File: config.mk
export PLATFORM = sky130hd
export DESIGN_NAME = ntt_coef_loader
export DESIGN_NICKNAME = d
export VERILOG_FILES = /design/src/rtl/ntt_pkg.sv /design/src/rtl/ntt_out_fifo2.sv /design/src/rtl/ntt_coef_loader.sv
export SDC_FILE = /design/constraint.sdc
export NUM_CORES = 1
export LEC_CHECK = 0
export CORE_MARGIN = 2
export CORE_UTILIZATION = 44
export CTS_CLUSTER_DIAMETER = 30
export DETAILED_ROUTE_END_ITERATION = 10
export HOLD_SLACK_MARGIN = 0.1
export MAX_ROUTING_LAYER = met4
export PLACE_DENSITY_LB_ADDON = 0.2
export SYNTH_ARGS = -nofsm -noshare
export SYNTH_HDL_FRONTEND = slang
export SYNTH_HIERARCHICAL = 1
export SYNTH_SLANG_ARGS = --single-unit
File: constraint.sdc
create_clock -name clk -period 3.1 [get_ports clk]
set_input_delay 0.465 -clock clk [delete_from_list [all_inputs] [get_ports clk]]
set_output_delay 0.465 -clock clk [all_outputs]
set_load 0.02 [all_outputs]
File: src/rtl/ntt_pkg.sv
// Shared constants, FSM state type and index helper for the NTT coefficient loader.
package ntt_pkg;

  localparam int N  = 512;     // polynomial length, multiple of 4
  localparam int DW = 14;      // coefficient width
  localparam int AW = 7;       // per-bank address width, log2(N/4)
  localparam int IW = AW + 2;  // coefficient index width (bank select + address)

  typedef enum logic [1:0] {
    IDLE   = 2'd0,
    LOAD   = 2'd1,
    RUN    = 2'd2,
    UNLOAD = 2'd3
  } state_t;

  // Reverse the bit order of a 9-bit coefficient index.
  function automatic logic [8:0] bitrev9(input logic [8:0] x);
    logic [8:0] r;
    for (int b = 0; b < 9; b++) begin
      r[b] = x[8-b];
    end
    return r;
  endfunction

endpackage

File: src/rtl/ntt_out_fifo2.sv
// Two-entry valid/ready FIFO with registered data; the head entry holds
// steady while out_valid is high and out_ready is low. push must only be
// raised when count < 2 (or a pop happens the same cycle).
module ntt_out_fifo2
  import ntt_pkg::*;
(
  input  logic          clk,
  input  logic          rst,
  input  logic          push,
  input  logic [DW-1:0] push_data,
  output logic          out_valid,
  input  logic          out_ready,
  output logic [DW-1:0] out_data,
  output logic [1:0]    count
);

  logic [DW-1:0] mem [2];
  logic          wptr;
  logic          rptr;
  logic [1:0]    count_q;
  logic          do_push;
  logic          do_pop;

  // Handshake flags and output view of the head entry.
  always_comb begin
    out_valid = (count_q != 2'd0);
    do_pop    = out_valid && out_ready;
    do_push   = push && ((count_q != 2'd2) || do_pop);
    out_data  = mem[rptr];
    count     = count_q;
  end

  // Storage, pointers and occupancy; reset empties the FIFO and zeros the data.
  always_ff @(posedge clk or posedge rst) begin
    if (rst) begin
      mem[0]  <= '0;
      mem[1]  <= '0;
      wptr    <= 1'b0;
      rptr    <= 1'b0;
      count_q <= 2'd0;
    end else begin
      if (do_push) begin
        mem[wptr] <= push_data;
        wptr      <= ~wptr;
      end
      if (do_pop) begin
        rptr <= ~rptr;
      end
      count_q <= count_q + {1'b0, do_push} - {1'b0, do_pop};
    end
  end

endmodule

File: src/rtl/ntt_coef_loader.sv
// Streams N coefficients into four interleaved banks, launches the NTT stage,
// then streams the results back out in natural order.
// Optional build macro: LOADER_BITREV_EN -- bit-reverse the load index before
// the bank/address map (unload order stays natural).
//
// Handshakes: a transfer happens on every rising edge where valid && ready;
// valid never depends on ready, and data is held while valid && !ready.
module ntt_coef_loader
  import ntt_pkg::*;
(
  input  logic            clk,
  input  logic            rst,
  input  logic            load_start,
  input  logic            s_valid,
  output logic            s_ready,
  input  logic [DW-1:0]   s_data,
  output logic [3:0]      bank_we,
  output logic [AW-1:0]   bank_waddr,
  output logic [DW-1:0]   bank_wdata,
  output logic            bank_re,
  output logic [AW-1:0]   bank_raddr,
  input  logic [4*DW-1:0] bank_rdata,
  output logic            ntt_go,
  input  logic            ntt_done,
  output logic            m_valid,
  input  logic            m_ready,
  output logic [DW-1:0]   m_data,
  output logic            busy,
  output state_t          dbg_state
);

  localparam logic [IW:0] RCNT_END = (IW+1)'(N);
  localparam logic [IW-1:0] WIDX_LAST = IW'(N - 1);

  state_t        state_q;
  state_t        state_d;
  logic [IW-1:0] widx_q;      // next load index
  logic [IW:0]   rcnt_q;      // reads issued so far during unload
  logic          pend_q;      // one bank read in flight
  logic [1:0]    lane_q;      // bank lane of the read in flight
  logic          go_q;

  logic [IW-1:0] load_idx;
  logic          wr;
  logic          issue;
  logic          all_read;
  logic          pop;
  logic [1:0]    fifo_count;
  logic [1:0]    occ_after_pop;
  logic [1:0]    read_budget;
  logic [DW-1:0] push_data;
  logic          unload_done;

`ifdef LOADER_BITREV_EN
  assign load_idx = bitrev9(widx_q);
`else
  assign load_idx = widx_q;
`endif

  // Datapath strobes: bank writes during LOAD, credit-limited reads during UNLOAD.
  always_comb begin
    wr       = (state_q == LOAD) && s_valid;
    s_ready  = (state_q == LOAD);
    bank_we  = 4'b0000;
    bank_waddr = '0;
    bank_wdata = '0;
    if (state_q == LOAD) begin
      bank_waddr = load_idx[IW-1:2];
      bank_wdata = s_data;
      if (s_valid) begin
        bank_we = 4'b0001 << load_idx[1:0];
      end
    end
    pop      = m_valid && m_ready;
    all_read = (rcnt_q == RCNT_END);
    // Occupancy counted after this cycle's pop so a steady m_ready keeps one read per cycle.
    occ_after_pop = fifo_count - {1'b0, pop};
    read_budget   = occ_after_pop + {1'b0, pend_q};
    issue      = (state_q == UNLOAD) && !all_read && (read_budget < 2'd2);
    bank_re    = issue;
    bank_raddr = (state_q == UNLOAD) ? rcnt_q[IW-1:2] : '0;
    push_data  = bank_rdata[int'(lane_q)*DW +: DW];
    unload_done = all_read && !pend_q && (occ_after_pop == 2'd0);
    busy      = (state_q != IDLE);
    ntt_go    = go_q;
    dbg_state = state_q;
  end

  // Next-state logic; load_start and ntt_done are only honoured in their own states.
  always_comb begin
    state_d = state_q;
    case (state_q)
      IDLE:    if (load_start) state_d = LOAD;
      LOAD:    if (wr && (widx_q == WIDX_LAST)) state_d = RUN;
      RUN:     if (ntt_done) state_d = UNLOAD;
      UNLOAD:  if (unload_done) state_d = IDLE;
      default: state_d = IDLE;
    endcase
  end

  // State register.
  always_ff @(posedge clk or posedge rst) begin
    if (rst) begin
      state_q <= IDLE;
    end else begin
      state_q <= state_d;
    end
  end

  // Index counters, read-in-flight tracking and the one-cycle go pulse.
  always_ff @(posedge clk or posedge rst) begin
    if (rst) begin
      widx_q <= '0;
      rcnt_q <= '0;
      pend_q <= 1'b0;
      lane_q <= 2'd0;
      go_q   <= 1'b0;
    end else begin
      go_q   <= (state_q == LOAD) && (state_d == RUN);
      pend_q <= issue;
      lane_q <= rcnt_q[1:0];
      if (state_q == IDLE) begin
        widx_q <= '0;
        rcnt_q <= '0;
      end else begin
        if (wr) widx_q <= widx_q + 1'b1;
        if (issue) rcnt_q <= rcnt_q + 1'b1;
      end
    end
  end

  ntt_out_fifo2 u_out_fifo (
    .clk       (clk),
    .rst       (rst),
    .push      (pend_q),
    .push_data (push_data),
    .out_valid (m_valid),
    .out_ready (m_ready),
    .out_data  (m_data),
    .count     (fifo_count)
  );

endmodule

==> results.md <==
- Outcome: complete, no violations
- Drt first pass iters: 4
- Post-Route WL: about 8300 um
- Hold depth: 1
- Gp weighted congestion: roughly 0.85
- PnR worst setup slack: between 0.15 and 0.2 ns
- Sw Share: 0.3821
- Max-cap viol count: 0
- Worst Path Class, Setup: flip-flop to primary output
- Final nets: 520
- Clock root cell: clkbuf_8
- Clock period minus worst slack: 2.944 ns
- Sw Pwr: about 1600 uW
- Htree depth: 3
- Synth cell count leaders: dfrtp_1, and2_1, nand2_1, mux2_1, mux2_2
- Main area contributors after synthesis: dfrtp_1, mux4_2, mux2_1
- Worst R2R Path Depth: 7
- P per Cell Area: between 800 and 900 nW/um^2
- Initial antenna violation count: 0
- R2R Path End: rcnt_q[3]$_DFFE_PP0P_
- Post-place setup slack: -0.08083 ns
- CTS tree: yes
- TritonCTS buffer count: 9
- Met3 GRT Util: 0.04647
- GR Util met2: 0.3457
- Clk_skew: between 0.006 and 0.007 ns
- Clk sinks: between 50 and 60
- Yosys cell types: 44
- Row count: 31
- Main flop type after synthesis: dfrtp_1
- R2r setup slk: ~0.54 ns
- Worst skew pair latency: around 0.34 ns
- Fmax: roughly 340 MHz
- Share of the synthesized area in the top cell type: 0.4252
- Setup Buffers After CTS: 0
- Dpl cell area: between 4000 and 5000 um^2
- Leak: around 0.0021 uW
- Sequential power share: 0.316
- Maximum fanout along the worst path: 3
- Hold/Removal Path Class: flip-flop to flip-flop
- Post-route ant nets: 0
- CP required: 2.63 ns
- Unrepaired setup endpoints after global routing: no
- Async SR Flop Fraction: 1.000
- End of the worst hold path: u_out_fifo/mem[7]$_DFFE_PP0P_
- Number of remaining DRC errors: 0
- Hold_buf cts: 0
- Most Crowded Layer GR: met2
- Max rail drop VDD: just under 0.0004 V
- R2r startpoint: u_out_fifo/count[1]$_DFF_PP0_
- Cell area after layout: between 4000 and 5000 um^2
- Total gr overflow: 0
- Mapped Cells: 300
- Post-detail-place hpwl: roughly 6000 um
- ANT cells: 0
- Vias per cell: 5.175
- Top-count cell post-synth: dfrtp_1
- Mapped Area: between 3000 and 4000 um^2
- Yosys reg bits: 57
- Chip height: 91.32 um
- Gr usage total: 0.2150
- Final hold violation count: 0
- Hold Slack: approximately 0.48 ns
- Fraction of layout cells with a size suffix above 1: 0.1438
- Power share of the combinational group: 0.520
- Vias: approximately 2800
- Synth area leader: dfrtp_1
- WL/cell: 15.46 um
- Final worst-path cycle share: 0.9498
- Placeable core area: around 7300 um^2
- DRT iter0 DRCs: 111
- Clk pwr share: 0.165
- Starting Density: 0.4576
- Die area: about 8300 um^2
- CP Data Arrival Time: roughly 2.5 ns
- Post-Route Utilization: 0.6745
- CP endpoint kind: primary output
- First-pass GRT wire length: between 10000 and 15000 um
- Worst relative slew slack: 0.3432
- Setup_tns: 0 ns
- Worst-case clock buffer depth: 2
- IO Pins: 129
- Vias in the first global route: 2837
- Slew Limit Fails: 0
- Clk slew on worst S/H paths: 0.06 ns
- Seq/Total Area, Yosys: 0.4252
- Avg Cell Area, Syn: 11.18 um^2
- EDFF count, synth: 0
- Pint: about 2600 uW
- Syn-to-layout area delta: 47.41%
- Largest net degree at the start of global routing: 33
- Synth Warn #: 6
- Die width: approximately 91 um
- Hold_sp: u_out_fifo/mem[7]$_DFFE_PP0P_
- Type of element launching the critical path: flip-flop
- Grt met1 use: 0.2684
- Finish-stage setup viols: 0
- Worst-Margin Slew: a little under 1 ns
- IO buf count: between 100 and 150
- Syn_nets: just under 400
layer usage:
metal | vias up | routed length, um
met1 | 1342 | 3557
met3 | 13 | 436
met4 | 0 | 140
met5 | - | 0
li1 | 1338 | -
met2 | 86 | 4167
worst max-delay path, stage by stage (launching register included):
cell           delay, ns
dfrtp_1             0.37
or2_2               0.31
and2_1              0.17
ha_1                0.28
and2b_2             0.24
xor2_1              0.20
nand3_1             0.13
inv_1               0.08
dlygate4sd2_1       0.34
cell usage in the layout (no fill, tap or decap), types with 2 or more instances in the layout:
| master | instances |
|---|---|
| a21oi_1 | 6 |
| a31oi_1 | 2 |
| and2_1 | 29 |
| and3_1 | 9 |
| buf_4 | 10 |
| clkbuf_8 | 11 |
| clkdlybuf4s50_1 | 127 |
| clkinv_2 | 2 |
| dfrtp_1 | 57 |
| ha_1 | 10 |
| inv_1 | 14 |
| mux2_1 | 18 |
| mux2_2 | 18 |
| mux2i_1 | 3 |
| mux4_2 | 14 |
| nand2_1 | 19 |
| nand2b_1 | 3 |
| nand3_1 | 9 |
| nand3b_1 | 4 |
| nand4_1 | 5 |
| nor2_1 | 10 |
| nor3_1 | 2 |
| o211ai_1 | 2 |
| o21ai_0 | 15 |
| o22ai_1 | 2 |
| o31ai_1 | 5 |
| or4_1 | 5 |
| xnor2_1 | 5 |
| xor2_1 | 4 |
power by group through the flow:
stage | logic, uW | clock network (uW) | registers, uW
3_3_place_gp | 2190 | 0 | 1330
4_1_cts | 2230 | 710 | 1350
3_5_place_dp | 2220 | 0 | 1360
6_report | 2200 | 699 | 1340
2_1_floorplan | 1510 | 0 | 1180
5_1_grt | 2390 | 742 | 1400
cell type report:
type / count / area [um^2]
clock buffer: 12 / 155.1
tap: 99 / 123.9
clock inverter: 3 / 40.04
fill: 546 / 2386
multi-input combinational: 213 / 1788
timing repair buffer: 138 / 1355
inverter: 15 / 56.30
sequential: 57 / 1426
how the worst max path moves through the flow:
stage | from | to | slack, ns | cells past startpoint
after CTS | u_out_fifo/count[1]$_DFF_PP0_ | bank_re | 0.12 | 8
after global routing | u_out_fifo/count[1]$_DFF_PP0_ | bank_re | 0.03 | 8
after global placement | m_ready | bank_re | -0.02 | 8
after floorplan | u_out_fifo/count[1]$_DFF_PP0_ | bank_re | 0.56 | 7
final | u_out_fifo/count[1]$_DFF_PP0_ | bank_re | 0.16 | 8
after detailed placement | m_ready | bank_re | -0.08 | 8
metrics by stage:
| step | instances | total power (uW) |
|---|---|---|
| 2_1_floorplan | 300 | 2691 |
| 3_3_place_gp | 522 | 3520 |
| 3_5_place_dp | 522 | 3576 |
| 4_1_cts | 537 | 4282 |
| 5_1_grt | 537 | 4528 |
| 6_report | 537 | 4243 |
cells by family after synthesis:
kind of cell | count (synthesis) | share of synthesized area
and+or+nand+nor | 106 | 0.1831
DFF | 57 | 0.4252
muxes | 53 | 0.2238
AOI/OAI and AO/OA | 34 | 0.06042
buffers and inverters | 30 | 0.04177
xor gates and xnor gates | 10 | 0.02835
adders and majority gates | 10 | 0.03730
timing repair:
action / in CTS / in global routing
endpoints found under the hold margin: 0 / 0
endpoints found under the setup margin: 1 / 0
resized for setup: 1 / 0
state kept, by name (all words and copies together), names as in the netlist:
signal / count
rcnt_q: 10
pend_q: 1
dbg_state: 2
ntt_go: 1
lane_q: 2
u_out_fifo/wptr: 1
u_out_fifo/rptr: 1
u_out_fifo/count: 2
u_out_fifo/mem: 28
load_idx: 9
Note: power is estimated with default switching activity, not from simulation.
